`config.mk`:
```
export PLATFORM = sky130hd
export DESIGN_NAME = vote_logger_multi
export DESIGN_NICKNAME = d
export VERILOG_FILES = /design/src/rtl/vote_logger_multi.sv
export SDC_FILE = /design/constraint.sdc
export NUM_CORES = 1
export LEC_CHECK = 0
export BUFFER_PORTS_ARGS = -buffer_cell sky130_fd_sc_hd__buf_2
export CORE_MARGIN = 1.5
export CORE_UTILIZATION = 27
export DETAILED_ROUTE_END_ITERATION = 8
export MAX_ROUTING_LAYER = met4
export SYNTH_ARGS = -nofsm -noshare
export SYNTH_HDL_FRONTEND = slang
export SYNTH_SLANG_ARGS = --single-unit
```
`constraint.sdc`:
```
create_clock -name clock -period 4.1 [get_ports clock]
set_clock_uncertainty 0.2 [all_clocks]
set_input_delay 0.205 -clock clock [delete_from_list [all_inputs] [get_ports clock]]
set_output_delay 0.205 -clock clock [all_outputs]
set_load 0.02 [all_outputs]
```
`src/rtl/vote_logger_multi.sv`:
```
// Multi-candidate vote logger: one vote per armed ballot, edge-detected buttons,
// saturating tallies, and a sequential winner scan in result mode.
module vote_logger_multi #(
  parameter int NUM_CAND = 4,
  parameter int CNT_W    = 8,
  parameter int IDX_W    = $clog2(NUM_CAND)
) (
  input  logic                      clock,
  input  logic                      reset_n,
  input  logic                      mode,
  input  logic                      ballot_enable,
  input  logic [NUM_CAND-1:0]       cand_btn,
  output logic                      ballot_ready,
  output logic                      vote_ack,
  output logic                      vote_reject,
  output logic [NUM_CAND*CNT_W-1:0] counts,
  output logic [CNT_W-1:0]          total,
  output logic                      overflow,
  output logic [IDX_W-1:0]          winner,
  output logic                      winner_valid,
  output logic                      tie
);

  typedef enum logic [1:0] {V_IDLE, V_ARMED, V_RELEASE} vstate_t;
  typedef enum logic [1:0] {S_OFF, S_SCAN, S_DONE} sstate_t;

  localparam logic [CNT_W-1:0] CNT_MAX = '1;
  localparam logic [IDX_W-1:0] IDX_LAST = IDX_W'(NUM_CAND - 1);

  function automatic logic [CNT_W-1:0] sat_inc(input logic [CNT_W-1:0] v);
    return (v == CNT_MAX) ? v : v + CNT_W'(1);
  endfunction

  function automatic logic is_onehot(input logic [NUM_CAND-1:0] v);
    return (v != '0) && ((v & (v - NUM_CAND'(1))) == '0);
  endfunction

  vstate_t               vstate_q, vstate_d;
  sstate_t               sstate_q, sstate_d;
  logic [NUM_CAND-1:0]   cand_btn_q;
  logic                  mode_q;
  logic [CNT_W-1:0]      cnt_q [NUM_CAND];
  logic [CNT_W-1:0]      cnt_d [NUM_CAND];
  logic [CNT_W-1:0]      total_q, total_d;
  logic                  overflow_q, overflow_d;
  logic                  ack_q, ack_d;
  logic                  reject_q, reject_d;
  logic                  ready_q, ready_d;
  logic [IDX_W-1:0]      idx_q, idx_d;
  logic [CNT_W-1:0]      best_q, best_d;
  logic [IDX_W-1:0]      best_idx_q, best_idx_d;
  logic                  scan_tie_q, scan_tie_d;
  logic [IDX_W-1:0]      winner_q, winner_d;
  logic                  tie_q, tie_d;
  logic                  valid_q, valid_d;
  logic [NUM_CAND-1:0]   btn_rise;
  logic [CNT_W-1:0]      scan_cnt;

  assign btn_rise = cand_btn & ~cand_btn_q;
  assign scan_cnt = cnt_q[idx_q];

  always_comb begin
    vstate_d   = vstate_q;
    cnt_d      = cnt_q;
    total_d    = total_q;
    overflow_d = overflow_q;
    ack_d      = 1'b0;
    reject_d   = 1'b0;
    if (mode) begin
      // Result mode cancels any armed ballot without acknowledging it.
      vstate_d = V_IDLE;
    end else begin
      case (vstate_q)
        V_IDLE: if (ballot_enable) vstate_d = V_ARMED;
        V_ARMED: begin
          if (is_onehot(btn_rise)) begin
            for (int i = 0; i < NUM_CAND; i++) begin
              if (btn_rise[i]) begin
                cnt_d[i] = sat_inc(cnt_q[i]);
                if (cnt_q[i] == CNT_MAX) overflow_d = 1'b1;
              end
            end
            total_d = sat_inc(total_q);
            if (total_q == CNT_MAX) overflow_d = 1'b1;
            ack_d    = 1'b1;
            vstate_d = V_RELEASE;
          end else if (btn_rise != '0) begin
            reject_d = 1'b1;
          end
        end
        V_RELEASE: if (cand_btn == '0) vstate_d = V_IDLE;
        default:   vstate_d = V_IDLE;
      endcase
    end
    ready_d = (vstate_d == V_ARMED);
  end

  always_comb begin
    sstate_d   = sstate_q;
    idx_d      = idx_q;
    best_d     = best_q;
    best_idx_d = best_idx_q;
    scan_tie_d = scan_tie_q;
    winner_d   = winner_q;
    tie_d      = tie_q;
    valid_d    = valid_q;
    if (!mode) begin
      sstate_d = S_OFF;
      valid_d  = 1'b0;
    end else begin
      case (sstate_q)
        S_OFF: begin
          if (!mode_q) begin
            valid_d    = 1'b0;
            sstate_d   = S_SCAN;
            idx_d      = IDX_W'(1);
            best_d     = cnt_q[0];
            best_idx_d = '0;
            scan_tie_d = 1'b0;
          end
        end
        S_SCAN: begin
          // Strict > keeps the lowest index among equal maxima.
          if (scan_cnt > best_q) begin
            best_d     = scan_cnt;
            best_idx_d = idx_q;
            scan_tie_d = 1'b0;
          end else if (scan_cnt == best_q) begin
            scan_tie_d = 1'b1;
          end
          if (idx_q == IDX_LAST) begin
            winner_d = best_idx_d;
            tie_d    = scan_tie_d;
            valid_d  = 1'b1;
            sstate_d = S_DONE;
          end else begin
            idx_d = idx_q + IDX_W'(1);
          end
        end
        S_DONE:  sstate_d = S_DONE;
        default: sstate_d = S_OFF;
      endcase
    end
  end

  always_ff @(posedge clock or negedge reset_n) begin
    if (!reset_n) begin
      vstate_q   <= V_IDLE;
      sstate_q   <= S_OFF;
      cand_btn_q <= '0;
      mode_q     <= 1'b0;
      for (int i = 0; i < NUM_CAND; i++) cnt_q[i] <= '0;
      total_q    <= '0;
      overflow_q <= 1'b0;
      ack_q      <= 1'b0;
      reject_q   <= 1'b0;
      ready_q    <= 1'b0;
      idx_q      <= '0;
      best_q     <= '0;
      best_idx_q <= '0;
      scan_tie_q <= 1'b0;
      winner_q   <= '0;
      tie_q      <= 1'b0;
      valid_q    <= 1'b0;
    end else begin
      vstate_q   <= vstate_d;
      sstate_q   <= sstate_d;
      cand_btn_q <= cand_btn;
      mode_q     <= mode;
      cnt_q      <= cnt_d;
      total_q    <= total_d;
      overflow_q <= overflow_d;
      ack_q      <= ack_d;
      reject_q   <= reject_d;
      ready_q    <= ready_d;
      idx_q      <= idx_d;
      best_q     <= best_d;
      best_idx_q <= best_idx_d;
      scan_tie_q <= scan_tie_d;
      winner_q   <= winner_d;
      tie_q      <= tie_d;
      valid_q    <= valid_d;
    end
  end

  for (genvar g = 0; g < NUM_CAND; g++) begin : g_counts
    assign counts[g*CNT_W +: CNT_W] = cnt_q[g];
  end

  assign ballot_ready = ready_q;
  assign vote_ack     = ack_q;
  assign vote_reject  = reject_q;
  assign total        = total_q;
  assign overflow     = overflow_q;
  assign winner       = winner_q;
  assign winner_valid = valid_q;
  assign tie          = tie_q;

endmodule

```
; Word level (Yosys, flattened, before mapping)
; Cells that the tools add are included.
[classes]
add_sub_neg = 7
order_cmp = 2
eq_ne = 18
muxes = 43
n_bitwise = 10
n_reduce_logical = 19
[op_table]
columns = cell, n
row1 = "adder 8 x 1 -> 8 bit, second input constant", 5
row2 = "== test 8 bit, second input constant", 5
row3 = two-way mux 8 bit, 4
row4 = two-way mux 1 bit, 21
row5 = two-way mux 2 bit, 10
row6 = AND reduction 5 bit, 4
row7 = binary-select mux 8 bit (select 2 bit), 1
row8 = case mux 8 bit (2 select lines), 1
row9 = case mux 2 bit (3 select lines), 2
row10 = AND reduction 3 bit, 4
row11 = AND reduction 4 bit, 3
row12 = AND 4 bit, 2
row13 = == test 8 bit, 1
row14 = > comparator 8 bit, 1
row15 = zero test 4 bit, 2
row16 = case mux 2 bit (2 select lines), 2
row17 = "== test 2 x 1 -> 1 bit, second input constant", 3
row18 = "== test 2 bit, second input constant", 3
row19 = "!= test 2 bit, second input constant", 3
row20 = "!= test 3 bit, second input constant", 2
row21 = inverter 1 bit, 6
row22 = zero test 2 bit, 2
row23 = inverter 4 bit, 1
row24 = case mux 1 bit (2 select lines), 2
row25 = 9 further kinds, 9
[totals]
reg_bits = 70
word_cells = 119

; Logic depth before layout (Yosys ltp)
[depth]
word_depth = 10
depth_mapped = 10
depth_no_buf = 8

; Least setup slack after synthesis
; OpenSTA, ideal clock, no wires.
[synth_timing]
kind = reg2reg
startpoint = register idx_q[0]
endpoint = register best_q[1]
setup_ns = 0.094
t_arrival_ns = 2.561
required_ns = 3.806
setup_slack_ns = 1.244
stages_incl_launch_ff = 10
path_cell_list = dfrtp_1 -> buf_2 -> mux4_2 -> ha_1 -> and4b_1 -> a211oi_1 -> o21a_1 -> buf_2 -> nor4_1 -> a211oi_1
[synth_between]
elab_chain_len = 7
elab_cells_between_ends = 9
[synth_rtl]
columns = element, line_no
row1 = "start, declared", 49  ; logic [IDX_W-1:0] idx_q, idx_d;
row2 = "start signal, assigned", 176  ; idx_q <= idx_d;
row3 = inverter 2 -> 3 bit (implied by the code) *, 60  ; assign scan_cnt = cnt_q[idx_q];
row4 = binary-select mux 8 bit (select 2 bit) *, 60
row5 = two-way mux 8 bit (implied by the code) * (2 in series), 60
row6 = > comparator 8 bit, 124  ; if (scan_cnt > best_q) begin
row7 = != test 2 bit (no line), -
row8 = AND reduction 4 bit (no line), -
row9 = "end signal, assigned", 177  ; best_q <= best_d;
row10 = "end, declared", 50  ; logic [CNT_W-1:0] best_q, best_d;
; Every way passes the cells marked *; elsewhere a longest branch is shown, timed or not. The select of a mux whose other input is x is not followed.
; A chain may end at the register's enable or synchronous reset.

; Worst setup path after layout
[layout_timing]
startpoint = register idx_q[0]
endpoint = register best_q[2]
; Same word-level chain as after synthesis.

==> metrics.md <==
| Metric | Value |
|---|---|
| Fin. Hold Viols | `0` |
| Tcrit/Tclk final | `slightly above 80%` |
| Multi-input logic area | `1900 sq um` |
| Final setup viols | `0` |
| Iteration-0 DRC Markers | `about 140` |
| Row count | `43` |
| Worst setup SP type | `flop` |
| Endpoint type of the worst setup path | `flop` |
| Setup TNS | `0 ns` |
| Routed WL | `9.65 mm` |
| Critical path's slowest cell | `dfrtp_1` |
| Synthesized area | `between 3000 and 4000 sq um` |
| Clock-pin transition on the worst setup and hold timing paths | `0.06 ns` |
| RSZ-0062 raised after global routing | `no` |
| Cell Count Post-Placement | `about 580` |
| Max frequency | `~0.30 GHz` |
| Most used cell, CP | `a211oi_1` |
| Library cells used by synthesis | `48` |
| CP Max Fanout | `16` |
| Worst vdd ir | `~0.25 mV` |
| Pins Over Slew Limit | `0` |
| Share of layout cells above drive strength 1 | `a little under a quarter` |
| Die X | `between 100 and 150 um` |
| I/O pins | `56` |
| Least-Margin Pin Slew | `roughly 1.1 ns` |
| Synthesized net count | `around 380` |
| Met3 wire length | `around 390 um` |
| Vias post-DR | `between 2000 and 3000` |
| Buf/Inv on CP | `0` |
| Max incr delay on CP | `0.65 ns` |
| TritonCTS buffer count | `9` |
| Max-cap violation count | `0` |
| CP Data Arrival Time | `~3.3 ns` |
| Commonest non-fill, non-tap cell in the layout | `dfrtp_1` |
| Remaining DRCs | `0` |
| Hold/Removal Path Class | `in2reg` |
| Clk_lat worst skew | `roughly 0.33 ns` |
| Clk buf depth | `2` |
| Rel. slew slack | `a little under a quarter` |
| Initial antenna violation count | `0` |
| Final Cell Area | `approximately 4600 sq um` |
| First-pass GRT wire length | `~16 mm` |
| Synth top area share | `between 40% and 50%` |
| Antenna diodes | `0` |
| TritonCTS clock tree | `yes` |
| Metal2 WL | `4.83 mm` |
| Synth-to-layout area growth | `20.9%` |
| Vias in the first global route | `2981` |
| WL/cell | `between 15 and 20 um` |
| Routability cong. | `between 0.9 and 1` |
| Post-CTS Setup Bufs | `0` |
| GRT overflow | `0` |
| Port Buf Inserts | `55` |
| Cell taking the most area after synthesis | `dfrtp_1` |
| Syn avg cell area | `10.8 sq um` |
| PwrDens | `~520 nW/um^2` |
| Yosys reg bits | `70` |
| Post_cts resized | `0` |
| Critical path required time | `~4.1 ns` |
| Number of vias per cell | `4.93` |
| First-pass DRT Iterations | `4` |
| Starting density of the core | `about 27%` |
| CTS root buffer | `clkbuf_16` |
| DRT met1 WL | `roughly 4.3 mm` |
| Final antenna-violating net count | `0` |
| Async set-or-reset flop fraction in the synthesized netlist | `between 90% and 100%` |
| Crit path max-delay family | `compound AO/OA/AOI/OAI gates` |
| Largest net degree at the start of global routing | `just over 50` |
| Leakage power | `between 2 and 2.5 nW` |
| CTS HTree Levels | `3` |
| Setup CP Type | `reg2reg` |
| Tot GR Track Use | `approximately 14%` |
| Overall Power | `approximately 2.4 mW` |
| Largest cells by area after synthesis | `dfrtp_1, ha_1, mux4_2, xnor2_1, xor2_1` |
| Sequential area share after synthesis | `46.3%` |
| Top Layer Used | `met4` |
| Ys flop type | `dfrtp_1` |
| Yosys warns | `0` |
| Fin cells | `~600` |
| Final HPWL DP | `~7.0 mm` |
| Crit path time final | `3.31 ns` |
| Outcome | `complete, no violations` |
| Die Area | `between 10000 and 15000 sq um` |
| Core area | `around 14000 sq um` |
| FF/Latch Area | `1750 sq um` |
| Post-synth EDFFs | `0` |
| Commonest cells after routing, fill and taps aside | `dfrtp_1, buf_2, nand2_1` |
| Crit-path cells | `mux4_2 -> ha_1 -> a21o_1 -> a211oi_1 -> o21a_1 -> nor4_1 -> a211oi_1` |
| Post-DP Area | `4230 sq um` |
| Fillers | `around 1400` |
| Final #Nets | `439` |
| Clk sinks | `70` |
| Cell count after synthesis | `352` |
| Die Ht | `around 120 um` |
==> per-layer routing <==
| metal | GRT usage (%) | vias to the layer above |
|---|---|---|
| met1 | 17.8 | 1468 |
| met4 | 4.85 | 0 |
| met5 | - | - |
| li1 | - | 1400 |
| met3 | 2.68 | 12 |
| met2 | 23.6 | 76 |
==> registers in the layout (all words and copies together) (netlist names), 2 cells and up <==
name        flops
best_idx_q      2
best_q          8
cand_btn_q      4
counts         32
idx_q           2
sstate_q        2
total           8
vstate_q        2
winner          2
==> path summary, 6_finish.rpt <==
path / slack [ns] / from / endpoint / cells past startpoint
hold reg to reg: 0.29 / overflow$_DFFE_PN0P_ / overflow$_DFFE_PN0P_ / 1
min in group asynchronous: 0.47 / reset_n / counts[4]$_DFFE_PN0P_ / 2
max in group asynchronous: 2.32 / reset_n / counts[24]$_DFFE_PN0P_ / 3
setup reg to reg: 0.79 / idx_q[0]$_DFFE_PN0P_ / best_q[2]$_DFFE_PN0P_ / 7
setup / recovery: 0.79 / idx_q[0]$_DFFE_PN0P_ / best_q[2]$_DFFE_PN0P_ / 7
hold / removal: 0.1 / ballot_enable / ballot_ready$_DFF_PN0_ / 4
==> per-stage QoR <==
stage               hold WS, ns  utilization (%)  worst slack (ns)
finish                   0.0977             33.2             0.787
global route              0.192             33.2             0.597
CTS                      0.0952             33.2             0.832
detailed placement        0.146             30.7             0.872
global placement          0.144             30.7              1.01
floorplan                -0.291                -              1.24
==> report_power, final <==
group,internal (mW),switching [mW]
logic,0.273,0.411
registers,0.818,0.134
clock network,0.457,0.291
total,1.55,0.836
==> synthesized netlist by cell type (all sizes together), types with 2 or more instances <==
master and instances:
and2 2, xor2 14, nor2b 5, dfrtp 70, o21a 2, nand3 17, inv 16, nor2 17
nor4 10, a31oi 2, and3 10, mux4 8, a22oi 3, nor3b 3, and2b 2, o211ai 3
mux2i 2, a211oi 14, and4 4, buf 9, xnor2 19, nand4 11, nand2 29, ha 17
nor3 10, clkbuf 3, o21ai 9, a21oi 14, nand2b 6, o31a 2, mux2 7, or2b 2
or3 3, a21o 2
==> worst min-delay path, stage by stage <==
cell     delay (ns)
buf_2          0.07
nor2b_1        0.11
a31oi_1        0.06
nor3_1         0.12
==> logic make-up (layout without fill, tap and decap cells) <==
| logic type | after synthesis | count (layout) | synth area share [%] |
|---|---|---|---|
| buffers and inverters | 28 | 95 | 3.54 |
| AND/OR/NAND/NOR | 133 | 133 | 19.9 |
| flip-flops | 70 | 70 | 46.3 |
| AO/OA/AOI/OAI | 54 | 54 | 9.69 |
| XOR/XNOR | 33 | 33 | 7.64 |
| adder cells (fa/ha/maj) | 17 | 17 | 5.62 |
| multiplexers | 17 | 17 | 7.37 |
==> layout make-up <==
type / count / area share, %
Multi-Input combinational cell: 254 / 41.5
Sequential cell: 70 / 38.3
Timing Repair Buffer: 63 / 7.66
Clock buffer: 13 / 5.91
Tap cell: 180 / 4.92
Inverter: 16 / 1.31
Clock inverter: 3 / 0.383
==> what timing repair did <==
item / in CTS / in global routing
hold endpoints to repair: 55 / 0
hold buffers: 6 / 0
endpoints found under the setup margin: 0 / 0
Power figures use the tool's default switching activity.
